## config.mk

```make
export PLATFORM = sky130hd
export DESIGN_NAME = i2c_slave_read_word
export DESIGN_NICKNAME = d
export VERILOG_FILES = /design/src/rtl/i2c_pkg.sv /design/src/rtl/i2c_slave_read_word.sv
export SDC_FILE = /design/constraint.sdc
export NUM_CORES = 1
export LEC_CHECK = 0
export CAP_MARGIN = 20
export CORE_ASPECT_RATIO = 0.6
export CORE_MARGIN = 3
export CORE_UTILIZATION = 45
export CTS_BUF_LIST = sky130_fd_sc_hd__clkbuf_4
export DETAILED_ROUTE_END_ITERATION = 8
export GPL_TIMING_DRIVEN = 0
export HOLD_SLACK_MARGIN = 0.15
export PLACE_DENSITY_LB_ADDON = 0.1
export SLEW_MARGIN = 20
export SYNTH_ARGS = -nofsm -noshare
export SYNTH_HDL_FRONTEND = slang
export SYNTH_SLANG_ARGS = --single-unit
```

## constraint.sdc

```tcl
create_clock -name clk -period 3.15 [get_ports clk]
set_input_delay 0.4725 -clock clk [delete_from_list [all_inputs] [get_ports clk]]
set_output_delay 0.4725 -clock clk [all_outputs]
set_load 0.05 [all_outputs]
```

## src/rtl/i2c_pkg.sv

```systemverilog
// ============================================================================
// Module   : i2c_pkg
// Purpose  : Shared I2C slave state encoding and error type constants.
// Revision : 1.0 - initial release
// ============================================================================
`default_nettype none

package i2c_pkg;

  typedef enum logic [2:0] {
    S_IDLE      = 3'd0,
    S_WAIT_HIGH = 3'd1,
    S_HIGH      = 3'd2,
    S_DONE      = 3'd3,
    S_ERR       = 3'd4
  } state_t;

  localparam logic ERR_START = 1'b0;
  localparam logic ERR_STOP  = 1'b1;

endpackage

`default_nettype wire

```

## src/rtl/i2c_slave_read_word.sv

```systemverilog
// ============================================================================
// Module   : i2c_slave_read_word
// Purpose  : Receives one DATA_WIDTH-bit word from SDA, one bit per SCL high
//            phase, and flags START/STOP conditions seen mid-word.
// Revision : 1.0 - initial release
// ============================================================================
`default_nettype none

module i2c_slave_read_word
  import i2c_pkg::*;
#(
  parameter int DATA_WIDTH = 8,
  parameter bit MSB_FIRST  = 1'b1
) (
  input  logic                            clk,
  input  logic                            rst_n,
  input  logic                            read_en,
  input  logic                            scl_i,
  input  logic                            sda_i,
  output logic [DATA_WIDTH-1:0]           read_data_o,
  output logic                            read_finish,
  output logic                            read_err,
  output logic                            read_err_type,
  output logic [$clog2(DATA_WIDTH+1)-1:0] read_err_bit,
  output logic                            busy
);

  localparam int CW = $clog2(DATA_WIDTH + 1);
  localparam logic [CW-1:0] C_LAST = CW'(DATA_WIDTH - 1);

  state_t                r_state;
  state_t                w_state_next;
  logic [CW-1:0]         r_cnt;
  logic [DATA_WIDTH-1:0] r_shift;
  logic [DATA_WIDTH-1:0] w_shift_next;
  logic [DATA_WIDTH-1:0] r_data;
  logic                  r_ref;
  logic                  r_err_type;
  logic [CW-1:0]         r_err_bit;
  logic                  w_last;

  assign w_last = (r_cnt == C_LAST);

  generate
    if (MSB_FIRST) begin : g_msb_first
      assign w_shift_next = {r_shift[DATA_WIDTH-2:0], sda_i};
    end else begin : g_lsb_first
      assign w_shift_next = {sda_i, r_shift[DATA_WIDTH-1:1]};
    end
  endgenerate

  always_ff @(posedge clk or negedge rst_n) begin
    if (!rst_n) begin
      r_state    <= S_IDLE;
      r_cnt      <= '0;
      r_shift    <= '0;
      r_data     <= '0;
      r_ref      <= 1'b0;
      r_err_type <= ERR_START;
      r_err_bit  <= '0;
    end else begin
      r_state <= w_state_next;
      case (r_state)
        S_IDLE: begin
          if (read_en) r_cnt <= '0;
        end
        S_WAIT_HIGH: begin
          if (scl_i) begin
            r_ref   <= sda_i;
            r_shift <= w_shift_next;
          end
        end
        S_HIGH: begin
          // A falling SCL wins over an SDA change seen in the same cycle.
          if (!scl_i) begin
            if (w_last) r_data <= r_shift;
            else        r_cnt  <= r_cnt + CW'(1);
          end else if (sda_i != r_ref) begin
            r_err_type <= sda_i ? ERR_STOP : ERR_START;
            r_err_bit  <= r_cnt;
          end
        end
        default: ;
      endcase
    end
  end

  always_comb begin
    w_state_next = r_state;
    case (r_state)
      S_IDLE:      if (read_en) w_state_next = S_WAIT_HIGH;
      S_WAIT_HIGH: if (scl_i)   w_state_next = S_HIGH;
      S_HIGH: begin
        if (!scl_i)              w_state_next = w_last ? S_DONE : S_WAIT_HIGH;
        else if (sda_i != r_ref) w_state_next = S_ERR;
      end
      S_DONE:      w_state_next = S_IDLE;
      S_ERR:       w_state_next = S_IDLE;
      default:     w_state_next = S_IDLE;
    endcase
  end

  assign read_data_o   = r_data;
  assign read_finish   = (r_state == S_DONE);
  assign read_err      = (r_state == S_ERR);
  assign read_err_type = r_err_type;
  assign read_err_bit  = r_err_bit;
  assign busy          = (r_state != S_IDLE);

endmodule

`default_nettype wire

```

==> impl_metrics.toml, run 1 <==
[place]
dp_slack_ps = 912
hpwl_mm = 1.62
place_area_mm2 = 0.00146
globalplace.congestion = 0.703
io_buffers = 20

[finish]
nFillCells = 172
final_common_cell = "dfrtp_1"
final_nets = 128
diodes = 0
drive_gt1_share_pct = 23.1
final_cell_mix = "28 x dfrtp_1, 19 x clkdlybuf4s50_1, 16 x mux2_2, 8 x nand3_1, 6 x o21ai_0"
post-route-util_pct = 64.4
design_area_mm2 = 0.00152
syn2layout_area_growth_pct = 24.2

[sta]
clock.fmax_mhz = 383
finalCritPeriodShare_pct = 82.8
max_slew_margin_pct = 58.8
tightest_slew_ps = 618
rsz0062_at_grt = "false"
setup_viol = 0
slew_violations = 0
finClkSkew_ps = 2.85
hold_viol = 0
final.min_clock_period_ps = 2610
fin_setup_tns_ps = 0
fin_ws_ps = 542

[critical_path]
crit_family = "buffers and inverters"
rr_worst_depth = 4
reg2reg_from = "r_cnt[0]"
crit_type = "reg2out"
required_ps = 2680
r2r-end = "read_data_o[4]"
cp_max_fo = 10
cp.depth = 3
crit_buf_inv = 2
critPathLaunchType = "flip-flop"
r2r_slack_ps = 1320
critPathMaxStageDelay_ps = 800
crit_path_end_kind = "primary output"
cp_slowest_cell = "clkdlybuf4s50_1"
worstPathCellList = "clkbuf_1, and3b_1, clkdlybuf4s50_1"
arrival_ps = 2140

[power_and_ir_drop]
power.total_w = 0.00123
power.leakage_nw = 0.714
p_per_area_mw_per_mm2 = 809
worst_ir_drop_vdd_uv = 362

[synthesis]
ys_warn_count = 0
synth.avg_cell_area_um2 = 12.7
ys_seq_elements = 28
synth_top_area_cell = "dfrtp_1"
synth_cells = 96
synth_enable_flop_cells = 0
ys_top_cells_by_area = "dfrtp_1 57%, mux2_2 15%, mux2_4 3.7%, nand3_1 3.3%, o21ai_0 2.5%"
syn-num-nets = 102
netlist.area_leader.share_pct = 57.3
synthFlopType = "dfrtp_1"
synth_seq_area_share_pct = 57.3
yosysUniqueCellTypes = 28
synthArstFlopShare_pct = 100
synthesis.area_mm2 = 0.00122

[floorplan]
initial_core_util_pct = 51.8
core-area_mm2 = 0.00236
design.die.area_mm2 = 0.00340
std_cell_rows = 13
die_x_um = 73.3
die_h_um = 46.4
io_pins = 21

[routing]
wirelength_mm = 2.24
vias = 844
via_per_inst = 5.59
ant_nets = 0
drtPass1Iterations = 4
dr.first_iter.drc_count = 50
avgRoutedWirePerCell_um = 14.8
drc_errors = 0

[global_routing]
grt_pass1_vias = 808
antenna_found_initial = 0
grt_pass1_wl_mm = 3.97
grt_overflow_total = 0
grt_usage_pct = 15.8
grt_max_degree = 29

[cts]
cts_tree = "built"
cts_resized = 0
cts_buffers = 3
cts_sinks = 28
root_buffer = "clkbuf_4"
cts_setup_buffers = 0
worst_skew_pair.late_latency_ps = 320
clk_pin_slew_ps = 150
cts_max_level = 1
clk_path_buf_depth = 2

[min_path]
hold_path_depth = 1
hold_class = "reg2reg"
hold_end = "read_data_o[3]"
holdCritStartpoint = "read_data_o[3]"

[flow_run]
maxCapViolCount = 0

[status]
outcome = "completed"
==> registers in the layout, summed over array words and instances (netlist names) <==
name / flops
r_shift: 8
read_data_o: 8
r_cnt: 4
r_state: 3
read_err_type: 1
read_err_bit: 4
==> Yosys cell counts (2+ instances only) <==
master	count
nand2b_1	4
a21oi_1	4
inv_1	2
o21ai_0	6
dfrtp_1	28
nor2_1	3
buf_2	2
nand3_1	8
mux2_2	16
nand2_1	3
mux2_4	3
==> worst max-delay path by stage <==
stage          startpoint  slack [ps]     endpoint
2_1_floorplan  r_state[1]         920     read_err
3_3_place_gp   r_state[1]         950  read_finish
3_5_place_dp   r_state[1]         910  read_finish
4_1_cts        r_state[1]         540  read_finish
5_1_grt        r_state[1]         400  read_finish
6_report       r_state[1]         540  read_finish
==> timing repair <==
action	in CTS	in global routing
hold buffers	1	0
hold endpoints to repair	16	0
endpoints found under the setup margin	0	0
==> cell families (layout without fill, tap and decap cells) <==
family	Yosys count	after routing	share of synthesized area [%]
compound gates	14	14	7.06
xor+xnor	1	1	0.717
fa+ha+maj	1	1	1.02
buf+inv	5	30	1.74
flops	28	28	57.3
mux	19	19	18.4
simple gates	28	28	13.7
==> routing by layer <==
layer / track usage (%) / vias to the layer above / wire, um
met5: 0 / - / 0
met4: 2.21 / 0 / 10
met3: 5.45 / 2 / 151
met2: 23.4 / 28 / 905
met1: 22.9 / 419 / 1170
li1: - / 395 / -
==> power by group <==
part | switching (W) | internal [W] | total, W
clock network | 0.000102 | 0.000129 | 0.000231
registers | 0.0000957 | 0.000458 | 0.000554
logic | 0.000244 | 0.000200 | 0.000443
==> through the flow <==
stage / hold slack, ps / instances
finish: 525 / 151
global route: 532 / 151
CTS: 527 / 151
detailed placement: 490 / 146
global placement: 486 / 146
floorplan: 177 / 96
==> layout make-up <==
type / instances / area (um2) / area share (%)
clock inverter: 1 / 30.0 / 1.98
multi-input combinational: 63 / 500 / 33.0
clock buffer: 3 / 22.5 / 1.48
timing repair buffer: 21 / 205 / 13.5
sequential: 28 / 701 / 46.2
tap: 30 / 37.5 / 2.47
inverter: 2 / 7.51 / 0.495
buffer: 3 / 13.8 / 0.907
Power figures use the tool's default switching activity.
==> run 2, diff against run 1 <==
- clock period: 3.15 -> 2.7 ns (I/O delays scaled with it)
==> results of run 2 <==
The final DEF is identical to that of run 1. Status: completed.
Among the figures that moved: setup slack after placement 912 ps -> 529 ps; setup slack after layout 542 ps -> 159 ps; register-to-register setup slack 1320 ps -> 870 ps; total power 0.00123 W -> 0.00143 W; worst IR drop on VDD 362 uV -> 423 uV
==> run 3, diff against run 2 <==
- CELL_PAD_IN_SITES_DETAIL_PLACEMENT: default -> 0
- CELL_PAD_IN_SITES_GLOBAL_PLACEMENT: default -> 1
- CORE_UTILIZATION: 45 -> 43
==> run 3 against run 2 <==
Compared with the run above: sequential power barely moved; largest cell class unchanged; highest routed layer is now met3; first-iteration DRC count fell by 30%; clock-buffer cell count did not move.
==> impl_metrics.toml, run 3 (synthesis gave the netlist of run 1 again) <==
[power_and_ir_drop]
swShare_pct = 38.8
p_per_area_mw_per_mm2 = 896
p_comb_share_pct = 38.8
worst_ir_drop_vdd_uv = 481
seqPwrFrac_pct = 48.2
p_sw_w = 0.000520
p_clk_share_pct = 13.0
power.total_w = 0.00134
power.leakage_nw = 0.719
p_int_w = 0.000821

[finish]
final_nets = 128
final_cells = 153
drive_gt1_share_pct = 22.3
final_common_cell = "dfrtp_1"
final_cell_mix = "28 x dfrtp_1, 18 x clkdlybuf4s50_1, 16 x mux2_2, 8 x nand3_1, 6 x o21ai_0"
post-route-util_pct = 57.3
syn2layout_area_growth_pct = 22.4
diodes = 0

[critical_path]
crit_family = "buffers and inverters"
crit_path_end_kind = "primary output"
worstPathCellList = "clkbuf_1, or3_1, clkdlybuf4s50_1"
critPathMaxStageDelay_ps = 700
crit_buf_inv = 2
r2r_slack_ps = 840
arrival_ps = 2170
crit_type = "reg2out"
required_ps = 2300
cp_max_fo = 10
cp_slowest_cell = "clkdlybuf4s50_1"
critPathLaunchType = "flip-flop"
reg2reg_from = "r_cnt[0]"
r2r-end = "read_data_o[3]"
rr_worst_depth = 4

[cts]
cts_tree = "built"
clk_pin_slew_ps = 150
cts_max_level = 1
worst_skew_pair.late_latency_ps = 330
cts_buffers = 3
cts_sinks = 28
root_buffer = "clkbuf_4"
clk_path_buf_depth = 2
cts_setup_buffers = 0

[sta]
setup_viol = 0
hold_viol = 0
slew_violations = 0
max_slew_margin_pct = 58.3
clock.fmax_mhz = 388
final.min_clock_period_ps = 2580
tightest_slew_ps = 625
rsz0062_at_grt = "false"
fin_setup_tns_ps = 0
finalCritPeriodShare_pct = 95.4
finClkSkew_ps = 14.6

[floorplan]
die_h_um = 47.3
initial_core_util_pct = 46.8
die_x_um = 74.8
std_cell_rows = 14
core-area_mm2 = 0.00261
design.die.area_mm2 = 0.00354
io_pins = 21

[global_routing]
antenna_found_initial = 0
grt_pass1_wl_mm = 3.80
grt_overflow_total = 0
grt_max_degree = 29
grt_usage_pct = 14.8
grt_pass1_vias = 762

[routing]
dr_wl_met2_um = 953
dr_wl_met3_um = 122
drtPass1Iterations = 4
dr.first_iter.drc_count = 35
vias = 826
ant_nets = 0
drt-met1-wl_mm = 1.25
top_layer = "met3"
avgRoutedWirePerCell_um = 15.2
drc_errors = 0
via_per_inst = 5.40
wirelength_mm = 2.32

[place]
placed_cells = 148
hpwl_mm = 1.65
io_buffers = 20
globalplace.congestion = 0.755

[status]
outcome = "completed"

[flow_run]
maxCapViolCount = 0

[min_path]
hold_path_depth = 1
holdCritStartpoint = "read_data_o[5]"
hold_class = "reg2reg"
hold_end = "read_data_o[5]"
==> run 3: changes by cell type in the layout (fill, tap and decap cells not counted) <==
| cell | before | now |
|---|---|---|
| bufinv_16 | 1 | 0 |
| clkdlybuf4s50_1 | 19 | 18 |
| clkinv_1 | 0 | 1 |
| dlymetal6s2s_1 | 0 | 1 |
==> run 3: repair_timing <==
item / in CTS / in global routing
hold buffers: 1 / 0
endpoints found under the hold margin: 28 / 0
resized for setup: 0 / 1
endpoints found under the setup margin: 0 / 1
==> run 3: power groups by stage <==
stage / Clock [W] / Sequential, W / Combinational (W)
global placement: 0 / 0.000648 / 0.000514
finish: 0.000174 / 0.000647 / 0.000520
CTS: 0.000184 / 0.000647 / 0.000526
global route: 0.000203 / 0.000668 / 0.000563
floorplan: 0 / 0.000702 / 0.000309
detailed placement: 0 / 0.000655 / 0.000522
==> run 3: layout make-up <==
cell class / count / area, um2
repair buffers: 21 / 208
clock buffers: 3 / 22.5
plain buffers: 3 / 13.8
well taps: 32 / 40.0
inverters: 2 / 7.51
clock inverters: 1 / 3.75
flip-flops and latches: 28 / 701
multi-input cells: 63 / 500
fillers: 209 / 1110
==> run 3: worst max-delay path by stage <==
stage	slack, ps	depth (start not counted)	start	to
6_report	120	3	r_state[1]	busy
5_1_grt	10	3	r_state[1]	busy
4_1_cts	80	3	r_state[1]	read_finish
3_5_place_dp	480	3	r_state[1]	read_finish
3_3_place_gp	520	3	r_state[1]	read_finish
2_1_floorplan	530	2	r_state[1]	read_err
==> run 3: per-stage QoR <==
step / worst slack [ps] / hold slack (ps) / cell area (um2)
floorplan: 534 / 109 / 1220
global placement: 518 / 486 / 1460
detailed placement: 485 / 458 / 1460
CTS: 78.2 / 532 / 1490
global route: 12.6 / 548 / 1500
finish: 124 / 528 / 1500
==> run 3: worst register-to-register path: cells and delay by family, from the launching register on <==
| family | cells | cell delay (ps) |
|---|---|---|
| fa+ha+maj | 1 | 230 |
| simple gates | 2 | 650 |
| flops | 1 | 460 |
| mux | 1 | 420 |
==> run 3: routing by layer <==
metal | track usage (%) | up-vias
met1 | 22.2 | 409
met2 | 20.9 | 21
met4 | 2.13 | 0
li1 | - | 396
met5 | 0 | -
met3 | 5.34 | 0
==> RTL edit (settings of run 3) <==
Encoding of `state_t`: now Gray code (3 bits for 5 states).
--- a/src/rtl/i2c_pkg.sv
+++ b/src/rtl/i2c_pkg.sv
@@ -8,11 +8,11 @@
 package i2c_pkg;
 
   typedef enum logic [2:0] {
-    S_IDLE      = 3'd0,
-    S_WAIT_HIGH = 3'd1,
-    S_HIGH      = 3'd2,
-    S_DONE      = 3'd3,
-    S_ERR       = 3'd4
+    S_IDLE      = 3'b000,
+    S_WAIT_HIGH = 3'b001,
+    S_HIGH      = 3'b011,
+    S_DONE      = 3'b010,
+    S_ERR       = 3'b110
   } state_t;
 
   localparam logic ERR_START = 1'b0;
Function: no difference found for any inputs over 10 cycles, from zero or initial values and one cycle with rst_n low; not proved beyond that.
==> RTL edit against run 3 <==
Routed wire length grew 0.78%; sequential cell count is the same; power grew 18%; setup slack gained 0.11 ns; area after synthesis grew 4.5%; worst hold slack gained 0.00052 ns; design area grew 4.2%; die area grew 4.0%; critical path type unchanged; largest cell class unchanged.
==> RTL edit: results (changes against run 3) <==
gr-usage-all-layers_pct: 13.8  # -1.1 points
synth_top_cells_by_count: "dfrtp_1, mux2_2, mux2_4"
grt_pass1_wl_um: 3820  # +0.53%
num-nets-final: 119  # -7.0%
yosysSeqAreaShare_pct: 54.8  # -2.5 points
portBuffers: 20  # unchanged
dpl_cell_area_um2: 1520  # +4.5%
place_congestion: 0.729  # -3.4%
r2r_slack_ns: 1.04  # +0.20 ns
num_vias: 761  # -7.9%
place_ws_ns: 0.609  # +0.124 ns
wl_per_cell_um: 15.4  # +1.4%
finClkSkew_ns: 0.0124  # -0.00229 ns
grt_pass1_vias: 766  # +0.52%
final.fill_count: 230  # +10%
yosys-top-cells-area: "dfrtp_1, mux2_2, mux2_4"
design_area_um2: 1560  # +4.2%
drtIter0Drc: 11  # -69%
place.detailed.hpwl_um: 1610  # -2.1%
peakVddDrop_uv: 609  # +27%
r2r_cells: 5  # +1
status: "complete, no violations"
arrival_ns: 2.06  # -0.11 ns
crit_fanout: 9  # -1
p_leak_nw: 0.698  # -3.0%
synthCells: 87  # -9.4%
dp_cells: 147  # -0.68%
vias_per_cell: 5.01  # -7.3%
met2_length_um: 988  # +3.7%
timing.fmax_mhz: 405  # +4.4%
antenna_found_initial: 0  # unchanged
drive_gt1_share_pct: 34.8  # +13 points
dr.pass1.iters: 3  # -1
hold_path_end: "r_shift[7]"
RTL edit: area by class of cell:
cell class,instances,area share [%]
buffer,3,2.49
clock buffer,3,1.44
clock inverter,1,0.241
inverter,2,0.482
multi-input combinational,54,34.0
sequential,28,44.9
tap,40,3.21
timing repair buffer,21,13.2
RTL edit: cells by family (layout without fill, tap and decap cells):
logic type	Yosys count	after routing	share of synthesized area, %
AOI/OAI and AO/OA	6	6	3.82
xor gates and xnor gates	1	1	0.686
adders and majority gates	1	1	0.979
buffers and inverters	5	30	3.62
DFF	28	28	54.8
muxes	23	23	22.3
and+or+nand+nor	23	23	13.7
RTL edit: critical path, cell delays in order, from the launching register on:
cell,delay (ns)
dfrtp_1,0.39
buf_4,0.16
or3_2,0.47
clkdlybuf4s50_1,0.71
RTL edit: power breakdown:
part	total [W]	internal (W)	leakage (nW)	switching, W
clock network	0.000177	0.0000543	0.0154	0.000123
logic	0.000709	0.000326	0.320	0.000383
registers	0.000694	0.000566	0.362	0.000128
RTL edit: worst max-delay path by stage:
stage	start	to	cells after the start
floorplan	r_state[2]	read_finish	2
global placement	r_state[1]	busy	3
detailed placement	r_state[1]	busy	3
CTS	r_state[1]	busy	3
global route	r_state[1]	busy	3
finish	r_state[1]	busy	3
RTL edit: repair_timing:
| item | 4_1_cts | 5_1_grt |
|---|---|---|
| hold buffers | 1 | 0 |
| endpoints found under the hold margin | 28 | 0 |
| setup endpoints to repair | 0 | 0 |
RTL edit: layer usage:
metal,GRT usage (%),up-vias
met1,18.9,378
met3,5.17,0
li1,-,367
met4,1.08,0
met5,0,-
met2,22.2,16
